### src/rtl/acc_req_arbiter_if.sv
// Bundle of dispatcher-side and accelerator-side request/response signals for acc_req_arbiter.
// master: dispatchers + accelerator environment, slave: the arbiter.
interface acc_req_arbiter_if #(
  parameter int unsigned NrReq = 2
);
  typedef struct packed {
    logic [31:0] insn;
    logic [31:0] rs1;
    logic [31:0] rs2;
    logic        req_valid;
    logic        resp_ready;
    logic        store_pending;
    logic        acc_cons_en;
    logic        inval_ready;
  } accelerator_req_t;

  typedef struct packed {
    logic        req_ready;
    logic        resp_valid;
    logic [31:0] result;
    logic [4:0]  trans_id;
    logic        error;
    logic        fflags_valid;
    logic [4:0]  fflags;
    logic        store_pending;
    logic        load_complete;
    logic        store_complete;
    logic        inval_valid;
    logic [31:0] inval_addr;
  } accelerator_resp_t;

  accelerator_req_t  [NrReq-1:0] req_i;
  accelerator_resp_t [NrReq-1:0] resp_o;
  accelerator_req_t              acc_req_o;
  accelerator_resp_t             acc_resp_i;

  modport master (output req_i, acc_resp_i, input resp_o, acc_req_o);
  modport slave  (input req_i, acc_resp_i, output resp_o, acc_req_o);
endinterface

### src/rtl/acc_req_arbiter.sv
// Shares one accelerator port among NrReq dispatchers: round-robin locked grant, in-order response steering.
// Define ACC_ARB_FIXED_PRIO_EN for fixed priority (lowest index wins) instead of round-robin.
module acc_req_arbiter #(
  parameter int unsigned NrReq          = 2,
  parameter int unsigned MaxOutstanding = 4
) (
  input  logic                                  clk_i,
  input  logic                                  rst_ni,
  acc_req_arbiter_if.slave                      bus,
  output logic                                  busy_o,
  output logic [$clog2(MaxOutstanding+1)-1:0]   outstanding_o
);
  localparam int unsigned IdxW = (NrReq > 1) ? $clog2(NrReq) : 1;
  localparam int unsigned PtrW = (MaxOutstanding > 1) ? $clog2(MaxOutstanding) : 1;
  localparam int unsigned CntW = $clog2(MaxOutstanding + 1);

  typedef enum logic {IDLE, LOCKED} state_e;

  state_e          state_q, state_d;
  logic [IdxW-1:0] rr_ptr_q, rr_ptr_d;
  logic [IdxW-1:0] grant_q, grant_d;
  logic [IdxW-1:0] gnt_idx;
  logic            gnt_vld;
  logic            hs, push, pop, empty, can_grant;
  logic [IdxW-1:0] fifo_mem [MaxOutstanding];
  logic [PtrW-1:0] wr_ptr_q, rd_ptr_q;
  logic [CntW-1:0] count_q;
  logic [IdxW-1:0] src;
  int unsigned     k;

  assign empty     = (count_q == '0);
  assign can_grant = (count_q < CntW'(MaxOutstanding));
  assign src       = fifo_mem[rd_ptr_q];

  // Eligibility uses the registered count, so a same-cycle pop never frees a slot for a grant.
  always_comb begin
    gnt_vld = 1'b0;
    gnt_idx = '0;
    k       = 0;
    if (state_q == LOCKED) begin
      gnt_vld = 1'b1;
      gnt_idx = grant_q;
    end else if (can_grant) begin
      for (int unsigned i = 0; i < NrReq; i++) begin
        k = (32'(rr_ptr_q) + i) % NrReq;
        if (!gnt_vld && bus.req_i[IdxW'(k)].req_valid) begin
          gnt_vld = 1'b1;
          gnt_idx = IdxW'(k);
        end
      end
    end
  end

  assign hs   = gnt_vld && bus.req_i[gnt_idx].req_valid && bus.acc_resp_i.req_ready;
  assign push = hs;
  assign pop  = bus.acc_resp_i.resp_valid && !empty && bus.req_i[src].resp_ready;

  always_comb begin
    bus.acc_req_o = '0;
    if (gnt_vld) bus.acc_req_o = bus.req_i[gnt_idx];
    bus.acc_req_o.resp_ready    = bus.req_i[src].resp_ready;
    bus.acc_req_o.store_pending = 1'b0;
    bus.acc_req_o.acc_cons_en   = 1'b0;
    bus.acc_req_o.inval_ready   = 1'b0;
    for (int unsigned i = 0; i < NrReq; i++) begin
      bus.acc_req_o.store_pending |= bus.req_i[i].store_pending;
      bus.acc_req_o.acc_cons_en   |= bus.req_i[i].acc_cons_en;
      bus.acc_req_o.inval_ready   |= bus.req_i[i].inval_ready;
    end
  end

  always_comb begin
    for (int unsigned i = 0; i < NrReq; i++) begin
      bus.resp_o[i]            = bus.acc_resp_i;
      bus.resp_o[i].req_ready  = hs && (gnt_idx == IdxW'(i));
      bus.resp_o[i].resp_valid = bus.acc_resp_i.resp_valid && !empty && (src == IdxW'(i));
    end
  end

  always_comb begin
    state_d  = state_q;
    grant_d  = grant_q;
    rr_ptr_d = rr_ptr_q;
    case (state_q)
      IDLE: begin
        if (gnt_vld && !hs) begin
          state_d = LOCKED;
          grant_d = gnt_idx;
        end
      end
      LOCKED: begin
        if (hs) state_d = IDLE;
      end
      default: state_d = IDLE;
    endcase
`ifdef ACC_ARB_FIXED_PRIO_EN
    rr_ptr_d = '0;
`else
    if (hs) rr_ptr_d = (gnt_idx == IdxW'(NrReq - 1)) ? '0 : gnt_idx + 1'b1;
`endif
  end

  always_ff @(posedge clk_i or negedge rst_ni) begin
    if (!rst_ni) begin
      state_q  <= IDLE;
      rr_ptr_q <= '0;
      grant_q  <= '0;
      wr_ptr_q <= '0;
      rd_ptr_q <= '0;
      count_q  <= '0;
    end else begin
      state_q  <= state_d;
      rr_ptr_q <= rr_ptr_d;
      grant_q  <= grant_d;
      if (push) wr_ptr_q <= (wr_ptr_q == PtrW'(MaxOutstanding - 1)) ? '0 : wr_ptr_q + 1'b1;
      if (pop)  rd_ptr_q <= (rd_ptr_q == PtrW'(MaxOutstanding - 1)) ? '0 : rd_ptr_q + 1'b1;
      case ({push, pop})
        2'b10:   count_q <= count_q + 1'b1;
        2'b01:   count_q <= count_q - 1'b1;
        default: count_q <= count_q;
      endcase
    end
  end

  // Source storage carries no reset; validity is tracked by the pointers and count.
  always_ff @(posedge clk_i) begin
    if (push) fifo_mem[wr_ptr_q] <= gnt_idx;
  end

  assign busy_o        = !empty || (state_q == LOCKED);
  assign outstanding_o = count_q;

  always @(posedge clk_i) begin
    if (rst_ni) begin
      assert (!(bus.acc_resp_i.resp_valid && empty))
        else $error("[acc_req_arbiter] Orphan response.");
      assert (!(state_q == LOCKED && !bus.req_i[grant_q].req_valid))
        else $error("[acc_req_arbiter] Requester dropped valid while locked.");
    end
  end
endmodule

### src/flat_wrapper.sv
// flat-port wrapper written by rule: the top's interface ports become plain ports
module acc_req_arbiter_flat 
#(
  parameter int unsigned NrReq          = 2,
  parameter int unsigned MaxOutstanding = 4
)
  (clk_i, rst_ni, busy_o, outstanding_o, bus_req_i, bus_acc_resp_i, bus_resp_o, bus_acc_req_o);
  acc_req_arbiter_if #(.NrReq(NrReq)) bus_i ();
  input  logic clk_i;
  input  logic rst_ni;
  output logic busy_o;
  output logic [$clog2(MaxOutstanding+1)-1:0] outstanding_o;
  input wire logic [$bits(bus_i.req_i)-1:0] bus_req_i;
  input wire logic [$bits(bus_i.acc_resp_i)-1:0] bus_acc_resp_i;
  output wire logic [$bits(bus_i.resp_o)-1:0] bus_resp_o;
  output wire logic [$bits(bus_i.acc_req_o)-1:0] bus_acc_req_o;
  assign bus_i.req_i = bus_req_i;
  assign bus_i.acc_resp_i = bus_acc_resp_i;
  assign bus_resp_o = bus_i.resp_o;
  assign bus_acc_req_o = bus_i.acc_req_o;
  acc_req_arbiter #(.NrReq(NrReq), .MaxOutstanding(MaxOutstanding)) u_core (.clk_i(clk_i), .rst_ni(rst_ni), .bus(bus_i), .busy_o(busy_o), .outstanding_o(outstanding_o));
endmodule
### config.mk
export PLATFORM = sky130hd
export DESIGN_NAME = acc_req_arbiter_flat
export DESIGN_NICKNAME = d
export VERILOG_FILES = /design/src/rtl/acc_req_arbiter_if.sv /design/src/rtl/acc_req_arbiter.sv /design/src/flat_wrapper.sv
export SDC_FILE = /design/constraint.sdc
export NUM_CORES = 1
export LEC_CHECK = 0
export BUFFER_PORTS_ARGS = -buffer_cell sky130_fd_sc_hd__clkbuf_2
export CELL_PAD_IN_SITES_DETAIL_PLACEMENT = 0
export CELL_PAD_IN_SITES_GLOBAL_PLACEMENT = 1
export CORE_AREA = 2 2 216 218
export CTS_CLUSTER_SIZE = 10
export DETAILED_ROUTE_END_ITERATION = 12
export DIE_AREA = 0 0 218 220
export GPL_ROUTABILITY_DRIVEN = 0
export PLACE_DENSITY = 0.51
export SLEW_MARGIN = 10
export SYNTH_ARGS = -nofsm -noshare
export SYNTH_HDL_FRONTEND = slang
export SYNTH_SLANG_ARGS = --single-unit
### constraint.sdc
create_clock -name clk_i -period 4.42 [get_ports clk_i]
set_input_delay 0.442 -clock clk_i [delete_from_list [all_inputs] [get_ports clk_i]]
set_output_delay 0.442 -clock clk_i [all_outputs]
set_load 0.005 [all_outputs]
Word level (Yosys, flattened, before mapping)
Memory sizes are Yosys's and may differ from the RTL's.
Index checks and enable logic that the tools add are counted.
- memories kept: 1
- memory bits (writable): 4
- input port bits: 286
- output and inout bits: 269
- logic and storage cells: 73
- register bits after elaboration: 10
- memories (memory ; words ; bits a word ; read ports ; clocked after Yosys merged registers in ; wr ports ; RTL line ; text):
    u_core.fifo_mem ; 4 ; 1 ; 1 ; 0 ; 1 ; acc_req_arbiter.sv:25 ; logic [IdxW-1:0] fifo_mem [MaxOutstanding];
- equality and inequality tests: 4
- bitwise gates (word level): 6
- mux-type cells: 28
- reductions and logical operators: 17
- magnitude comparators: 5
- add/subtract/negate cells: 6
- operator list (kind ; number):
    2-to-1 mux 101 bit ; 3
    2-to-1 mux 5 bit ; 4
    2-to-1 mux 1 bit ; 15
    logical AND 1 bit ; 10
    less-than comparator 1 x 2 -> 1 bit (second input constant) ; 4
    2-to-1 mux 4 bit ; 2
    == test 2 bit (second input constant) ; 3
    case mux 3 bit (2 select lines) ; 1
    adder 2 x 1 -> 2 bit (second input constant) ; 2
    2-to-1 mux 2 bit ; 2
    adder 3 x 1 -> 3 bit (second input constant) ; 1
    zero test 1 bit ; 3
    zero test 3 bit ; 1
    less-than comparator 3 bit (second input constant) ; 1
    NOT 1 bit ; 3
    OR 1 bit ; 3
    subtractor 3 x 1 -> 3 bit (second input constant) ; 1
    adder 1 bit (second input constant) ; 2
    == test 2 x 1 -> 1 bit (second input constant) ; 1
    case mux 1 bit (2 select lines) ; 1
    AND reduction 2 bit ; 1
    nonzero test 2 bit ; 1
    logical OR 1 bit ; 1

Longest topological paths before layout
- word-level depth: 18
- mapped depth: 10
- gate-level depth less buffers: 9

Worst setup path before layout
Ideal clock, no wire load.
- path type: register to register
- start point: register u_core.rd_ptr_q[0]
- end point: register u_core.count_q[2] (netlist: u_core.outstanding_o[2])
- arrival: 2.288 ns
- required time: 4.341 ns
- stages on the path, launching flop included: 10
- path slack: 2.053 ns
- period minus slack after synthesis: 2.367 ns
- buffers on the path: 0
- library setup time: 0.079 ns
- cell sequence: dfrtp_1 mux4_2 mux2_4 nor2b_4 ha_1 inv_1 fa_1 xor2_1 nor2_1 xor2_1
- longest elaborated chain between the ends: 6
- elaborated cells between the ends (all ways): 8
- those cells by class: eq/ne: 2; mux: 3; reduce/logical: 2; memory: 1
- RTL lines (item ; RTL line ; text):
    start, declared ; acc_req_arbiter.sv:26 ; logic [PtrW-1:0] wr_ptr_q, rd_ptr_q;
    start signal, assigned ; acc_req_arbiter.sv:116 ; if (pop) rd_ptr_q <= (rd_ptr_q == PtrW'(MaxOutstanding - 1)) ? '0 : rd_ptr_q + 1'b1;
    memory read (4 x 1 bit) (*) ; - ;
    2-to-1 mux 4 bit (*) (2 in a row) ; - ;
    via bus_acc_req_o[3] ; flat_wrapper.sv:16 ; output wire logic [$bits(bus_i.acc_req_o)-1:0] bus_acc_req_o;
    logical AND 1 bit (*) ; acc_req_arbiter.sv:56 ; assign pop = bus.acc_resp_i.resp_valid && !empty && bus.req_i[src].resp_ready;
    via u_core.pop ; acc_req_arbiter.sv:24 ; logic hs, push, pop, empty, can_grant;
    == test 2 x 1 -> 1 bit or == test 2 bit (tied branches) ; acc_req_arbiter.sv:117 ; case ({push, pop})
    case mux 3 bit (2 select lines) or nonzero test 2 bit (tied branches) ; - ;
    end signal, assigned ; acc_req_arbiter.sv:118 ; 2'b10: count_q <= count_q + 1'b1;
    end signal, assigned ; acc_req_arbiter.sv:119 ; 2'b01: count_q <= count_q - 1'b1;
    end signal, assigned ; acc_req_arbiter.sv:120 ; default: count_q <= count_q;
    end, declared ; acc_req_arbiter.sv:27 ; logic [CntW-1:0] count_q;
Mark *: on every way through the listed nets, which the timed path passes. The rest lies on a longest branch. The select of a mux whose other input is x is not followed.
A chain may end at the register's enable or synchronous reset.

Final worst setup path
- start point: register u_core.state_q
- end point: output bus_acc_req_o[12]
- longest elaborated chain between the ends: 4
- elaborated cells between the ends (all ways): 5
- those cells by class: mux: 5
- RTL lines (item ; RTL line ; text):
    start, declared ; acc_req_arbiter.sv:19 ; state_e state_q, state_d;
    start signal, assigned ; acc_req_arbiter.sv:112 ; state_q <= state_d;
    2-to-1 mux 1 bit ; acc_req_arbiter.sv:40 ; if (state_q == LOCKED) begin
    2-to-1 mux 101 bit ; - ;
    2-to-1 mux 101 bit (implied by the code) ; acc_req_arbiter.sv:60 ; if (gnt_vld) bus.acc_req_o = bus.req_i[gnt_idx];
    2-to-1 mux 101 bit (*) ; acc_req_arbiter.sv:60 ;
    end, declared ; flat_wrapper.sv:16 ;
Every way passes the cells marked *; elsewhere a longest branch is shown, timed or not. The select of a mux whose other input is x is not followed.

==> impl_metrics.toml <==
[floorplan]
initial_core_util_pct = 7.32
rows = 79
die_w_um = 218
die_area_um2 = 48000
core-area_um2 = 45900
ios = 555
die_h_um = 220

[logic_synthesis]
synth.avg_cell_area_um2 = 6.11
syn_area_um2 = 3360
yosys.cell_types.count = 37
async_reset_ff_share_pct = 71.4
synth_ff_type = "dfrtp_1"
synth-seq-area-share_pct = 11.0
ys_warn_count = 0
yosysTopAreaCellShare_pct = 35.8
ys_ff_latch = 14
netlist_instances = 549
yosysTopAreaCell = "buf_4"
ys_top_cells_by_area = "buf_4 (36%), nand2_1 (22%), a21oi_1 (14%), dfrtp_1 (7.5%), edfxtp_1 (3.6%)"
synth_edf_count = 4
synth.most_common_cell = "nand2_1"
synth.net_count = 842
synth.cells.most_frequent = "nand2_1 (193), buf_4 (160), a21oi_1 (96), clkbuf_1 (22), dfrtp_1 (10)"

[layout]
fin_cells = 1287
drive_gt1_share_pct = 49.1
antenna_cells = 0
synthToLayoutAreaGrowth_pct = 34.0
nNetsFinal = 974
design_area_um2 = 4500
utilization_pct = 9.81

[run_status]
run_status = "complete, no violations"

[critical_path]
path_max_fanout = 97
r2r-start = "u_core.rd_ptr_q[0]"
crit_cells = 6
end_kind = "output pin"
crit_family = "buffers and inverters"
rrSetupSlack_ns = 1.87
reg2reg_to = "u_core.outstanding_o[2]"
endpoint = "bus_acc_req_o[12]"
slowest_delay_ns = 0.82
critPathArrivalTime_ns = 2.65
worstSetupStartpointType = "register"
crit_slowest_cell = "buf_4"
worstRegToRegCells = 9
crit_start = "u_core.state_q"
setup.worst_path.class = "reg2out"
crit_required_ns = 3.98
cp_cell_sequence = "nor2_1, a32oi_4, buf_4, nand2_1, a21oi_1, clkbuf_2"
crit_buf_inv = 2

[sta]
worst_pin_slew_ns = 1.07
final.setup.tns_ns = 0
maxSlewViolCount = 0
fin_worst_skew_ns = 0.00224
holdWs_ns = 0.0616
setup_ws_ns = 1.33
period_needed_ns = 3.09
max_freq_mhz = 324
period_share_pct = 69.9
maxSlewHeadroom_pct = 28.6
finalHoldViolations = 0
rsz0062_at_grt = "false"
final-setup-viol-count = 0

[global_routing]
grt_max_degree = 98
first_global_vias = 3391
grt_usage_pct = 5.22
antenna_found_initial = 0
grt_pass1_wl_um = 19500
grt_overflow = 0

[cts]
cts_max_level = 1
cts_tree = "done"
cts_resized = 0
clock_latency_ns = 0.24
cts_inserted_buffers = 3
clk_pin_slew_ns = 0.05
cts_buffer_depth = 2
cts_setup_buffers = 0
hold_buffers = 0
cts-root-buf = "clkbuf_16"
numClockSinks = 14

[drt]
route.detailed.drc = 0
vias_per_cell = 2.99
routed_wl_um = 14400
drtAntennaViolNets = 0
wl_per_cell_um = 11.2
first_iter_violations = 128
first_pass_iters = 4
num_vias = 3842

[power_and_ir_drop]
powerDensity_nw_per_um2 = 481
max-vdd-ir-drop_mv = 0.227
p_total_mw = 2.16
leakage_nw = 2.34

[place]
place_inst = 1283
place_area_um2 = 4420
place_ws_ns = 1.49
dpl.hpwl_um = 11800
port_buffers = 314

[hold_path]
hold_path.class = "in2async"

[flow_run]
cap_violations = 0
## report_power, final
group / switching (mW) / total, mW / internal [mW]
Clock: 0.0521 / 0.172 / 0.120
Sequential: 0.0568 / 0.248 / 0.191
Combinational: 1.01 / 1.74 / 0.730
## placed cells by master (no fill, tap or decap), types with 2 or more instances in the layout
master and instances:
buf_4 3, inv_1 5, edfxtp_1 4, clkbuf_2 314, o21ai_1 2, nand2b_1 2, ha_1 6, xor2_1 2
nand2_1 193, or2_2 3, a21oi_1 96, nor2_1 7, mux2_4 3, dfrtp_1 10, clkbuf_16 3, and2_1 4
## final cells by class
| class | count | area [um2] |
|---|---|---|
| multi-input combinational | 337 | 1650 |
| clock buffer | 3 | 75.1 |
| sequential | 14 | 370 |
| timing repair buffer | 318 | 1610 |
| inverter | 7 | 27.5 |
| tap | 607 | 759 |
| clock inverter | 1 | 3.75 |
| fill | 5448 | 41400 |
## worst min path at each step
stage | slack (ns) | start | to
floorplan | 0.15 | rst_ni | u_core.grant_q
global route | 0.08 | rst_ni | u_core.outstanding_o[0]
global placement | 0.33 | rst_ni | u_core.outstanding_o[0]
CTS | 0.07 | rst_ni | u_core.outstanding_o[1]
detailed placement | 0.33 | rst_ni | u_core.outstanding_o[1]
finish | 0.06 | rst_ni | u_core.outstanding_o[1]
## sequential cells by signal, indices dropped and copies added, names as in the netlist
signal                flops
u_core.fifo_mem           4
u_core.outstanding_o      3
u_core.rd_ptr_q           2
u_core.wr_ptr_q           2
u_core.grant_q            1
u_core.rr_ptr_q           1
u_core.state_q            1
## layer usage
layer  wire [um]  global-route usage [%]
met1        5040                    5.54
met2        6850                    8.77
met3        1600                    1.82
met4         897                    3.42
met5           0                       0
## cells by family (layout without fill, tap and decap cells)
logic type	Yosys count	in the layout	synth area share, %
AND/OR/NAND/NOR	215	215	25.4
XOR/XNOR	3	3	0.783
buffers and inverters	198	329	40.3
adder cells (fa/ha/maj)	7	7	2.83
multiplexers	5	5	2.31
flip-flops	14	14	11.0
AO/OA/AOI/OAI	107	107	17.3
Note: power is estimated with default switching activity, not from simulation.
